[config.mk]
export PLATFORM = sky130hd
export DESIGN_NAME = fpu_xfer_seq
export DESIGN_NICKNAME = d
export VERILOG_FILES = /design/src/rtl/fpu_xfer_pkg.sv /design/src/rtl/fpu_xfer_ptr.sv /design/src/rtl/fpu_xfer_seq.sv
export SDC_FILE = /design/constraint.sdc
export NUM_CORES = 1
export LEC_CHECK = 0
export CAP_MARGIN = 10
export CORE_MARGIN = 2
export CORE_UTILIZATION = 39
export DETAILED_ROUTE_END_ITERATION = 8
export PLACE_DENSITY = 0.77
export SETUP_SLACK_MARGIN = 0.15
export SYNTH_ARGS = -nofsm -noshare
export SYNTH_HDL_FRONTEND = slang
export SYNTH_SLANG_ARGS = --single-unit
[constraint.sdc]
create_clock -name clk -period 2.17 [get_ports clk]
set_input_delay 0.434 -clock clk [delete_from_list [all_inputs] [get_ports clk]]
set_output_delay 0.434 -clock clk [all_outputs]
set_load 0.02 [all_outputs]
[src/rtl/fpu_xfer_pkg.sv]
// fpu_xfer_pkg: shared encodings for the FPU load/store-multiple sequencer.
// Holds the FSM state type, the single/double precision select values
// and the memory word size in bytes.
package fpu_xfer_pkg;

  typedef enum logic [1:0] {
    ST_IDLE  = 2'd0,
    ST_XFER  = 2'd1,
    ST_FLUSH = 2'd2
  } state_t;

  localparam logic SOD_SINGLE = 1'b0;
  localparam logic SOD_DOUBLE = 1'b1;

  localparam int WORD_BYTES = 4;

endpackage

[src/rtl/fpu_xfer_ptr.sv]
// fpu_xfer_ptr: register pointer and beat tracker for a multi-register
// transfer.
//
// The command is captured on load. After that, each advance moves one
// memory beat forward. A single takes one beat per register. A double
// takes two beats per register, low word first.
//
// The pointer wraps modulo 32 for singles and modulo 16 for doubles.
// last flags the final beat of the whole transfer.
module fpu_xfer_ptr
  import fpu_xfer_pkg::*;
#(
  parameter int MAX_CNT_W = 5
) (
  input  logic                 clk,
  input  logic                 reset_n,
  input  logic                 load,
  input  logic                 sod,
  input  logic [4:0]           first_reg,
  input  logic [MAX_CNT_W-1:0] count,
  input  logic                 advance,
  output logic                 dbl,
  output logic                 half,
  output logic                 last,
  output logic [3:0]           reg_addr,
  output logic                 reg_sel
);

  logic                 sod_q;
  logic [4:0]           idx_q;
  logic                 half_q;
  logic [MAX_CNT_W-1:0] left_q;

  assign dbl      = (sod_q == SOD_DOUBLE);
  assign half     = half_q;
  assign last     = (left_q == MAX_CNT_W'(1)) && (!dbl || half_q);
  assign reg_addr = dbl ? idx_q[3:0] : idx_q[4:1];
  assign reg_sel  = dbl ? 1'b0 : idx_q[0];

  // Capture the command, then step half-beat / register index per beat.
  always_ff @(posedge clk or negedge reset_n) begin
    if (!reset_n) begin
      sod_q  <= SOD_SINGLE;
      idx_q  <= '0;
      half_q <= 1'b0;
      left_q <= '0;
    end else if (load) begin
      sod_q  <= sod;
      idx_q  <= (sod == SOD_DOUBLE) ? {1'b0, first_reg[3:0]} : first_reg;
      half_q <= 1'b0;
      left_q <= count;
    end else if (advance) begin
      if (dbl && !half_q) begin
        half_q <= 1'b1;
      end else begin
        half_q <= 1'b0;
        left_q <= left_q - MAX_CNT_W'(1);
        idx_q  <= dbl ? {1'b0, idx_q[3:0] + 4'd1} : idx_q + 5'd1;
      end
    end
  end

endmodule

[src/rtl/fpu_xfer_seq.sv]
// fpu_xfer_seq: multi-cycle VLDM/VSTM sequencer between the FPU register
// file and a 32-bit memory port. busy stalls the pipeline while a
// transfer runs.
//
// Optional feature:
//   FPU_XFER_WRITEBACK_EN adds wb_valid and wb_addr. These report the
//   base-register writeback address alongside done.
//
// Memory handshake:
//   mem_req is the valid. mem_ready is the ready. A beat completes on a
//   cycle where both are high. While mem_ready is low, every memory and
//   regfile output holds its value.
module fpu_xfer_seq
  import fpu_xfer_pkg::*;
#(
  parameter int ADDR_W    = 32,
  parameter int MAX_CNT_W = 5
) (
  input  logic                 clk,
  input  logic                 reset_n,
  input  logic                 start,
  input  logic                 is_load,
  input  logic                 sod,
  input  logic [4:0]           first_reg,
  input  logic [MAX_CNT_W-1:0] count,
  input  logic [ADDR_W-1:0]    base_addr,
  output logic                 busy,
  output logic                 done,
  output logic                 mem_req,
  output logic                 mem_we,
  output logic [ADDR_W-1:0]    mem_addr,
  output logic [31:0]          mem_wdata,
  input  logic                 mem_ready,
  input  logic [31:0]          mem_rdata,
  output logic                 rf_we,
  output logic [3:0]           rf_wa,
  output logic                 rf_a3,
  output logic [63:0]          rf_wd,
  output logic [3:0]           rf_ra,
  output logic                 rf_a1,
  output logic                 rf_sod,
  input  logic [63:0]          rf_rd,
`ifdef FPU_XFER_WRITEBACK_EN
  output logic                 wb_valid,
  output logic [ADDR_W-1:0]    wb_addr,
`endif
  output state_t               dbg_state
);

  state_t state, next_state;

  logic              accept;
  logic              beat_done;
  logic              load_q;
  logic [ADDR_W-1:0] addr_q;
  logic [31:0]       lo_q;
  logic              rf_we_q;
  logic [3:0]        rf_wa_q;
  logic              rf_a3_q;
  logic [63:0]       rf_wd_q;

  logic              dbl;
  logic              half;
  logic              last;
  logic [3:0]        reg_addr;
  logic              reg_sel;

  fpu_xfer_ptr #(.MAX_CNT_W(MAX_CNT_W)) u_ptr (
    .clk       (clk),
    .reset_n   (reset_n),
    .load      (accept),
    .sod       (sod),
    .first_reg (first_reg),
    .count     (count),
    .advance   (beat_done),
    .dbl       (dbl),
    .half      (half),
    .last      (last),
    .reg_addr  (reg_addr),
    .reg_sel   (reg_sel)
  );

  // State register.
  always_ff @(posedge clk or negedge reset_n) begin
    if (!reset_n) state <= ST_IDLE;
    else          state <= next_state;
  end

  // Next state, handshake strobes and status flags.
  always_comb begin
    next_state = state;
    accept     = 1'b0;
    beat_done  = 1'b0;
    busy       = 1'b0;
    done       = 1'b0;
    mem_req    = 1'b0;
    case (state)
      ST_IDLE: begin
        if (start) begin
          accept     = 1'b1;
          next_state = (count == '0) ? ST_FLUSH : ST_XFER;
        end
      end
      ST_XFER: begin
        busy      = 1'b1;
        mem_req   = 1'b1;
        beat_done = mem_ready;
        if (mem_ready && last) next_state = ST_FLUSH;
      end
      ST_FLUSH: begin
        busy       = 1'b1;
        done       = 1'b1;
        next_state = ST_IDLE;
      end
      default: next_state = ST_IDLE;
    endcase
  end

  // Beat address, held low word of a double, and the registered regfile write.
  always_ff @(posedge clk or negedge reset_n) begin
    if (!reset_n) begin
      load_q  <= 1'b0;
      addr_q  <= '0;
      lo_q    <= '0;
      rf_we_q <= 1'b0;
      rf_wa_q <= '0;
      rf_a3_q <= 1'b0;
      rf_wd_q <= '0;
    end else begin
      rf_we_q <= 1'b0;
      rf_wa_q <= '0;
      rf_a3_q <= 1'b0;
      rf_wd_q <= '0;
      if (accept) begin
        load_q <= is_load;
        addr_q <= base_addr;
      end else if (beat_done) begin
        addr_q <= addr_q + ADDR_W'(WORD_BYTES);
        if (load_q) begin
          if (dbl && !half) begin
            lo_q <= mem_rdata;
          end else begin
            rf_we_q <= 1'b1;
            rf_wa_q <= reg_addr;
            rf_a3_q <= reg_sel;
            rf_wd_q <= dbl ? {mem_rdata, lo_q} : {32'h0, mem_rdata};
          end
        end
      end
    end
  end

  assign mem_we    = mem_req && !load_q;
  assign mem_addr  = mem_req ? addr_q : '0;
  assign mem_wdata = mem_we ? (half ? rf_rd[63:32] : rf_rd[31:0]) : '0;
  assign rf_ra     = mem_we ? reg_addr : '0;
  assign rf_a1     = mem_we ? reg_sel : 1'b0;
  assign rf_sod    = busy ? dbl : SOD_SINGLE;
  assign rf_we     = rf_we_q;
  assign rf_wa     = rf_wa_q;
  assign rf_a3     = rf_a3_q;
  assign rf_wd     = rf_wd_q;
  assign dbg_state = state;

`ifdef FPU_XFER_WRITEBACK_EN
  // The beat address has already advanced past the last beat,
  // so in FLUSH it equals base + 4 * total_beats.
  assign wb_valid = done;
  assign wb_addr  = done ? addr_q : '0;
`endif

endmodule

==> PnR_summary.wiki, run 1 <==
{| class="wikitable"
! Metric !! Value
|-
| Outcome || finished clean
|-
| Post-synthesis sequential element count || 149
|-
| Critical Path Slowest Stage Cell || sky130_fd_sc_hd__or4_4
|-
| End of the worst hold path || addr_q[0]
|-
| Number of levels in the clock H-tree || 4
|-
| Max VDD drop || 0.000749 V
|-
| Inserted Diodes || 0
|-
| GRT overflow || 0
|-
| Post-synthesis cell count || 688
|-
| Total leakage power || 5.21 nW
|-
| Path category of the worst min-delay check || reg2reg
|-
| Core box area || 0.0180 sq mm
|-
| Vertical die dimension || 139 um
|-
| Initial core utilization || 39.6%
|-
| Pwr Density || 1100 mW/mm^2
|-
| Internal reg-to-reg setup slack || 0.006 ns
|-
| Weighted congestion reported at the end of routability-driven placement || 0.879
|-
| Placed cell count || 1213
|-
| Routed wire per std cell || 18.1 um
|-
| Chip Width || 139 um
|-
| Antenna violations before repair || 0
|-
| Highest Clock Rate || 462 MHz
|-
| Number of synthesis warnings || 0
|-
| Worst r2r src || dbg_state[1]
|-
| Maximum fanout encountered on the critical timing path || 6
|-
| Final critical path time including I/O delays and setup || 2.16 ns
|-
| Maximum number of buffers from clock root to sink || 2
|-
| Synth Area in Simple Gates || 20.0%
|-
| Series of cell instances along the critical path || inv_2, ha_4, buf_4, buf_4, nand4_1, or4_4, or3_1, a31oi_1
|-
| Final-layout fill cell count || 1406
|-
| Net count of the finished layout || 1182
|-
| Quantity of I/O buffers inserted on ports || 289
|-
| Signed area change from the synthesized netlist to the final layout || 67.9%
|-
| Worst Reg-to-Reg Cells || 8
|-
| Most common cell type on the critical path || sky130_fd_sc_hd__buf_4
|-
| Clock latency of the later-clocked register in the worst-skew pair || 0.42 ns
|-
| Minimum hold slack || 0.468 ns
|-
| Cell at the root of the clock tree || sky130_fd_sc_hd__clkbuf_16
|-
| Overall routed net length || 23.1 mm
|-
| Count of cell types in the netlist || 39
|-
| Vias in the first global route || 6674
|-
| Slew Viols, Final || 0
|-
| Area of all sequential standard cells || 0.00373 sq mm
|-
| Post-layout instance count excluding filler cells || 1273
|-
| Setup tns final || 0 ns
|-
| Number of vias in the routed layout || 6530
|-
| Total routing usage reported by global routing || 22.2%
|-
| First-pass GRT wire length || 34.4 mm
|-
| Pre-Repair DR Iteration Count || 5
|-
| Largest cells by area after synthesis || sky130_fd_sc_hd__dfrtp_1, sky130_fd_sc_hd__mux2i_1, sky130_fd_sc_hd__and2_1, sky130_fd_sc_hd__nor2_1, sky130_fd_sc_hd__mux2_2
|-
| Reg2reg end || addr_q[21]
|-
| Synth top area share || 52.4%
|-
| Post-Synth Adder-Cell Area || 1.23%
|-
| Clock transition at path regs || 0.06 ns
|-
| Portion of the clock cycle consumed by the worst path in the final layout || 99.7%
|-
| Portion of netlist area occupied by mux cells || 14.9%
|-
| Complex-gate fraction of the synthesized area || 5.57%
|-
| Post-Synthesis Net Count || 839
|-
| Die outline area || 0.0194 sq mm
|-
| Crit path DAT || 2.50 ns
|-
| Maximum number of pins on one net before global-route repair || 54
|-
| Antenna viol nets, final || 0
|-
| PnR Total Power || 13.1 mW
|-
| Post-Synthesis Cell Area || 0.00712 sq mm
|-
| Post-detail-place hpwl || 15.5 mm
|-
| Clock Sinks || 149
|-
| First element of the critical path || dbg_state[1]
|-
| Number of cell rows || 49
|-
| Dominant combinational cell family by area after synthesis || simple AND/OR/NAND/NOR gates
|-
| I/O pin count || 290
|-
| Sequential share of the synthesized area || 52.4%
|-
| Share of layout cells above drive strength 1 || 28.3%
|-
| Critical Setup Path Class || reg2reg
|-
| Count of cells along the worst hold path || 2
|-
| Starting DRC count in detailed routing || 269
|-
| Post-Route Skew || 0.0105 ns
|-
| Capturing element type of the critical path || flop
|-
| Tightest Pin Transition || 0.643 ns
|-
| Utilization after layout || 66.6%
|-
| Clock buffers created by TritonCTS || 17
|-
| RSZ-0062 raised after global routing || true
|-
| Residual DRC count || 0
|-
| Worst slew margin || 57.1%
|-
| Crit path largest cell delay || 0.46 ns
|-
| Worst Setup Start Kind || flop
|-
| Syn Area/Cell || 10.4 sq um
|-
| Largest area contributor in the synthesized netlist || sky130_fd_sc_hd__dfrtp_1
|-
| Number of setup violations in the final report || 0
|-
| Worst path required time || 2.50 ns
|-
| CTS tree || yes
|-
| Hold Violations, Final || 0
|-
| XOR/XNOR share of the synthesized area || 2.46%
|-
| Area taken by multi-input logic gates || 0.00350 sq mm
|-
| Per-cell via count in the routed design || 5.13
|-
| Number of max-cap violations || 0
|-
| Hold Startpoint || addr_q[0]
|}
state kept, by name, summed over array words and instances (netlist names):
name          flops
u_ptr.dbl         1
u_ptr.left_q      5
rf_wa             4
rf_a3             1
u_ptr.idx_q       5
rf_we             1
addr_q           32
dbg_state         2
u_ptr.half        1
rf_wd            64
load_q            1
lo_q             32
per-stage QoR:
stage,area [sq um],setup WS [ns]
after floorplan,7180,-0.0686
after global placement,10600,-0.220
after detailed placement,10600,-0.291
after CTS,11400,0.0155
after global routing,12000,-0.120
final,12000,0.00649
cells in the final DEF (no fill, tap or decap), types with 4 or more instances in the layout:
cell / synthesis / final
sky130_fd_sc_hd__o31ai_1: 10 / 10
sky130_fd_sc_hd__a31oi_1: 16 / 16
sky130_fd_sc_hd__clkbuf_16: 0 / 20
sky130_fd_sc_hd__nor3_1: 9 / 9
sky130_fd_sc_hd__nor2_1: 101 / 65
sky130_fd_sc_hd__inv_6: 0 / 6
sky130_fd_sc_hd__xor2_1: 7 / 7
sky130_fd_sc_hd__a21oi_1: 10 / 9
sky130_fd_sc_hd__buf_4: 0 / 66
sky130_fd_sc_hd__o21ai_0: 25 / 23
sky130_fd_sc_hd__dfrtp_1: 149 / 144
sky130_fd_sc_hd__or3_1: 4 / 4
sky130_fd_sc_hd__and2_1: 64 / 56
sky130_fd_sc_hd__inv_1: 15 / 12
sky130_fd_sc_hd__clkdlybuf4s15_2: 0 / 19
sky130_fd_sc_hd__or4_1: 13 / 7
sky130_fd_sc_hd__buf_6: 2 / 45
sky130_fd_sc_hd__ha_1: 7 / 4
sky130_fd_sc_hd__nand4_1: 8 / 8
sky130_fd_sc_hd__clkdlybuf4s50_1: 0 / 212
sky130_fd_sc_hd__mux2_2: 32 / 32
sky130_fd_sc_hd__nand3_1: 17 / 15
sky130_fd_sc_hd__or4_4: 1 / 10
sky130_fd_sc_hd__and2_4: 0 / 8
sky130_fd_sc_hd__bufinv_16: 0 / 4
sky130_fd_sc_hd__nor2_4: 0 / 11
sky130_fd_sc_hd__nand2_1: 48 / 47
sky130_fd_sc_hd__dfrtp_2: 0 / 5
sky130_fd_sc_hd__buf_12: 0 / 7
sky130_fd_sc_hd__mux2i_1: 70 / 70
sky130_fd_sc_hd__nor2_2: 0 / 25
sky130_fd_sc_hd__xnor2_1: 13 / 13
repair_timing:
| action | CTS | global route |
|---|---|---|
| hold buffers | 1 | 0 |
| pin swaps | 5 | 20 |
| gates cloned | 3 | 5 |
| hold endpoints to repair | 47 | 0 |
| gates resized for setup | 342 | 129 |
| setup endpoints to repair | 91 | 158 |
| buffers inserted | 7 | 12 |
worst max-delay path, delay by kind of cell (launching register included):
kind | cells | cell delay [ns]
compound gates | 1 | 0.17
flops | 1 | 0.41
simple gates | 3 | 0.95
buf+inv | 3 | 0.35
fa+ha+maj | 1 | 0.21
final cells by class:
| class | count | share of cell area [%] |
|---|---|---|
| sequential | 149 | 31.2 |
| multi-input combinational | 484 | 29.3 |
| clock buffer | 18 | 3.67 |
| inverter | 15 | 0.544 |
| timing repair buffer | 364 | 31.1 |
| clock inverter | 14 | 1.75 |
| tap | 229 | 2.40 |
cells in the mapped netlist:
cell type                        count
sky130_fd_sc_hd__dfrtp_1           149
sky130_fd_sc_hd__nor2_1            101
sky130_fd_sc_hd__mux2i_1            70
sky130_fd_sc_hd__and2_1             64
sky130_fd_sc_hd__nand2_1            48
sky130_fd_sc_hd__mux2_2             32
sky130_fd_sc_hd__clkbuf_1           28
sky130_fd_sc_hd__o21ai_0            25
sky130_fd_sc_hd__nand3_1            17
sky130_fd_sc_hd__a31oi_1            16
sky130_fd_sc_hd__inv_1              15
sky130_fd_sc_hd__or4_1              13
sky130_fd_sc_hd__xnor2_1            13
sky130_fd_sc_hd__a21oi_1            10
sky130_fd_sc_hd__o31ai_1            10
sky130_fd_sc_hd__buf_1               9
sky130_fd_sc_hd__nor3_1              9
sky130_fd_sc_hd__nand4_1             8
sky130_fd_sc_hd__ha_1                7
sky130_fd_sc_hd__xor2_1              7
sky130_fd_sc_hd__nor4_1              5
sky130_fd_sc_hd__and3_1              4
sky130_fd_sc_hd__nand2b_1            4
sky130_fd_sc_hd__or3_1               4
sky130_fd_sc_hd__a21o_1              3
sky130_fd_sc_hd__and4_1              3
sky130_fd_sc_hd__buf_6               2
sky130_fd_sc_hd__a22o_1              1
sky130_fd_sc_hd__a41oi_1             1
sky130_fd_sc_hd__buf_2               1
sky130_fd_sc_hd__buf_8               1
sky130_fd_sc_hd__dlymetal6s2s_1      1
sky130_fd_sc_hd__nand2_2             1
sky130_fd_sc_hd__nand3_2             1
sky130_fd_sc_hd__nor2b_1             1
sky130_fd_sc_hd__o22ai_1             1
sky130_fd_sc_hd__or4_2               1
sky130_fd_sc_hd__or4_4               1
sky130_fd_sc_hd__or4b_1              1
metal layers:
layer | track usage, % | share of wire [%] | vias to the layer above
li1 | - | - | 3043
met1 | 26.3 | 39 | 3178
met2 | 37.9 | 50 | 265
met3 | 8.49 | 8.4 | 44
met4 | 6.27 | 2.6 | 0
met5 | 0 | 0 | -
logic make-up after synthesis:
group / Yosys count
buffers and inverters: 57
flip-flops: 149
XOR/XNOR: 20
AO/OA/AOI/OAI: 67
adder cells (fa/ha/maj): 7
AND/OR/NAND/NOR: 286
multiplexers: 102
power breakdown:
part	internal (mW)	switching, mW	total, mW
Clock	1.99	1.25	3.25
Sequential	3.49	0.626	4.11
Combinational	2.81	2.95	5.77
worst max path at each step:
stage and to:
2_1_floorplan addr_q[31], 3_3_place_gp addr_q[22], 3_5_place_dp addr_q[22], 4_1_cts mem_addr[25], 5_1_grt addr_q[21], 6_report addr_q[21]
Note: power is estimated with default switching activity, not from simulation.
==> run 2: changes to the inputs <==
--- a/config.mk
+++ b/config.mk
@@ -7,10 +7,10 @@
 export LEC_CHECK = 0
 export CAP_MARGIN = 10
 export CORE_MARGIN = 2
-export CORE_UTILIZATION = 39
+export CORE_UTILIZATION = 30
 export DETAILED_ROUTE_END_ITERATION = 8
-export PLACE_DENSITY = 0.77
-export SETUP_SLACK_MARGIN = 0.15
+export REMOVE_ABC_BUFFERS = 1
+export SETUP_SLACK_MARGIN = 0.3
 export SYNTH_ARGS = -nofsm -noshare
 export SYNTH_HDL_FRONTEND = slang
 export SYNTH_SLANG_ARGS = --single-unit
==> run 2 against run 1 <==
Net effect:
- the run now ends with negative hold slack left
- utilization is 15 points lower
- via count is 2.6% lower
- hold slack worse by 0.49 ns
- wire length is 4.1% higher
- register-to-register slack better by 0.04 ns
- non-clock buffer count is 8 higher
- highest routed layer is now met5
- clock-buffer cell count stayed put
- clock power is 11% lower
- fmax hardly changed
- critical path type is now reg2out
- setup slack worse by 0.0019 ns
- power hardly changed
- combinational power is 6.2% higher
==> PnR_summary.wiki, run 2 (same netlist as run 1, synthesis figures left out) <==
{| class="wikitable"
! Metric !! Value
|-
| Outcome || complete, but fails checks
|-
| Violated checks || negative hold slack
|-
| Setup Slack @ Placement || -0.232 ns (+0.0582 ns)
|-
| Post-route setup slack || 0.00460 ns (-0.00190 ns)
|-
| Chip Width || 158 um (+14%)
|-
| CTS tree || yes
|-
| Number of levels in the clock H-tree || 4 (unchanged)
|-
| Overall routed net length || 24.0 mm (+4.1%)
|-
| Share of layout cells above drive strength 1 || 28.7% (+0.45 points)
|-
| Global-route track usage on met2 || 28.9% (-9.0 points)
|-
| Clock Sinks || 149 (unchanged)
|-
| Capturing element type of the critical path || output port
|-
| I/O pin count || 290 (unchanged)
|-
| Utilization after layout || 51.9% (-15 points)
|-
| Register share of total power || 31.2% (about the same)
|-
| Final critical path time including I/O delays and setup || 2.17 ns (+0.00190 ns)
|-
| Post-Route Skew || 0.00652 ns (-0.00399 ns)
|-
| Initial core utilization || 30.4% (-9.2 points)
|-
| Maximum number of buffers from clock root to sink || 2 (unchanged)
|-
| Commonest cells after routing, fill and taps aside || sky130_fd_sc_hd__clkdlybuf4s50_1, sky130_fd_sc_hd__dfrtp_1, sky130_fd_sc_hd__buf_4, sky130_fd_sc_hd__nor2_1, sky130_fd_sc_hd__mux2i_1
|-
| Crit path DAT || 1.73 ns (-0.77 ns)
|-
| Total routing usage reported by global routing || 18.0% (-4.3 points)
|-
| Worst path required time || 1.74 ns (-0.76 ns)
|-
| Proportion of power drawn by combinational gates || 46.7% (+2.8 points)
|-
| Clock latency of the later-clocked register in the worst-skew pair || 0.42 ns (about the same)
|-
| Antenna violations before repair || 1 (+1)
|-
| Slew Viols, Final || 0 (unchanged)
|-
| Pwr Density || 1080 mW/mm^2 (-1.7%)
|-
| Most congested layer reported by global routing || met2
|-
| Tightest Pin Transition || 0.579 ns (-0.0638 ns)
|-
| Sw Share || 37.7% (+0.85 points)
|-
| Vertical die dimension || 158 um (+14%)
|-
| Routed wire per std cell || 17.5 um (-3.4%)
|-
| Number of hold-repair buffers added at the cts stage || 0 (-1)
|-
| Starting DRC count in detailed routing || 255 (-5.2%)
|-
| Flip-flop count of the largest register after layout || 64 (unchanged)
|-
| Clock buffers created by TritonCTS || 17 (unchanged)
|-
| Commonest non-fill, non-tap cell in the layout || sky130_fd_sc_hd__clkdlybuf4s50_1
|-
| First-pass GRT wire length || 34.6 mm (+0.60%)
|-
| Number of setup violations in the final report || 0 (unchanged)
|-
| Per-cell via count in the routed design || 4.64 (-9.6%)
|-
| GRT overflow || 0 (unchanged)
|-
| Hold Violations, Final || 17 (+17)
|-
| Minimum hold slack || -0.0249 ns (-0.493 ns)
|-
| Power spent charging and discharging nets || 4.94 mW (+2.3%)
|-
| Signed area change from the synthesized netlist to the final layout || 70.7%
|-
| Highest Clock Rate || 462 MHz (about the same)
|-
| Quantity of I/O buffers inserted on ports || 289 (unchanged)
|-
| Max VDD drop || 0.000489 V (-35%)
|-
| Number of cell rows || 56 (+14%)
|-
| Portion of the clock cycle consumed by the worst path in the final layout || 99.8% (about the same)
|-
| Number of vias in the routed layout || 6363 (-2.6%)
|-
| Path category of the worst min-delay check || in2async
|-
| Global routing met3 resource utilization || 6.60% (-1.9 points)
|-
| Die outline area || 0.0250 sq mm (+29%)
|-
| Maximum number of pins on one net before global-route repair || 60 (+11%)
|-
| Worst Reg-to-Reg Cells || 8 (unchanged)
|-
| Residual DRC count || 0 (unchanged)
|-
| Antenna viol nets, final || 0 (unchanged)
|-
| P_int || 8.18 mW (-1.4%)
|-
| Setup tns final || 0 ns (unchanged)
|-
| Number of max-cap violations || 0 (unchanged)
|-
| Worst slew margin || 61.4% (+4.3 points)
|-
| Vias in the first global route || 6216 (-6.9%)
|-
| RSZ-0062 raised after global routing || true
|-
| Post-detail-place hpwl || 16.5 mm (+6.6%)
|-
| Total leakage power || 5.57 nW (+7.0%)
|-
| Weighted congestion reported at the end of routability-driven placement || 0.803 (-8.6%)
|-
| Cell at the root of the clock tree || sky130_fd_sc_hd__clkbuf_16
|-
| Met1 track utilization from global routing || 23.6% (-2.7 points)
|-
| Maximum fanout encountered on the critical timing path || 6 (unchanged)
|-
| Core box area || 0.0234 sq mm (+30%)
|-
| Critical Setup Path Class || reg2out
|-
| Clock Power Share || 22.1% (-2.6 points)
|-
| Net count of the finished layout || 1190 (+0.68%)
|-
| Clock transition at path regs || 0.06 ns (about the same)
|-
| Pre-Repair DR Iteration Count || 4 (-1)
|-
| Worst Setup Start Kind || flop
|}
==> run 2: cell count changes in the layout (fill, tap and decap cells not counted), moves of 13 or more <==
cell	previous run	this run
sky130_fd_sc_hd__clkdlybuf4s15_2	19	0
sky130_fd_sc_hd__clkdlybuf4s50_1	212	196
sky130_fd_sc_hd__dlymetal6s2s_1	2	18
sky130_fd_sc_hd__buf_4	66	80
sky130_fd_sc_hd__nor2_2	25	11
sky130_fd_sc_hd__buf_6	45	58
==> run 2: metrics by stage <==
stage | area, sq um | power, mW | std cells
finish | 12200 | 13.1 | 1372
global route | 12200 | 13.9 | 1371
CTS | 11500 | 12.5 | 1355
detailed placement | 10800 | 9.28 | 1313
global placement | 10800 | 9.20 | 1313
floorplan | 6930 | 6.85 | 646
==> run 2: critical path, stage by stage, from the launching register on <==
cell and delay [ns]:
sky130_fd_sc_hd__dfrtp_1 0.39, sky130_fd_sc_hd__inv_2 0.08, sky130_fd_sc_hd__ha_4 0.19, sky130_fd_sc_hd__buf_6 0.14, sky130_fd_sc_hd__clkinvlp_4 0.18, sky130_fd_sc_hd__nor2_1 0.17
sky130_fd_sc_hd__buf_4 0.16
==> run 2: timing repair <==
action / 4_1_cts / 5_1_grt
gates cloned: 4 / 7
gates resized for setup: 412 / 146
pin swaps: 6 / 33
setup endpoints to repair: 202 / 215
setup buffers: 6 / 9
==> run 2: power by group through the flow <==
stage	Combinational (mW)	Clock, mW	Sequential, mW
floorplan	2.63	0	4.23
global placement	5.11	0	4.09
detailed placement	5.16	0	4.12
CTS	5.50	2.96	4.06
global route	6.61	3.10	4.21
finish	6.13	2.90	4.09
==> run 2: metal layers <==
layer  wire length, um  part of all wire [%]
met3              1880                   7.8
met1             10200                    42
met2             11800                    49
met5                13                 0.054
met4               155                  0.65
==> run 2: layout make-up <==
type / instances / area [sq um]
sequential: 149 / 3730
timing repair buffer: 372 / 3840
multi-input combinational: 484 / 3540
antenna: 1 / 2.50
tap: 319 / 399
inverter: 15 / 67.6
clock buffer: 18 / 429
fill: 2183 / 11200
clock inverter: 14 / 141
==> run 2: final timing paths <==
| path | startpoint | end | slack [ns] |
|---|---|---|---|
| max | dbg_state[1] | mem_addr[19] | 0.005 |
| min | reset_n | addr_q[16] | -0.02 |
| max reg2reg | dbg_state[1] | addr_q[18] | 0.05 |
| min reg2reg | addr_q[0] | addr_q[0] | 0.47 |
| max in group asynchronous | reset_n | rf_wd[15] | 1.56 |
| min in group clk | addr_q[0] | addr_q[0] | 0.47 |
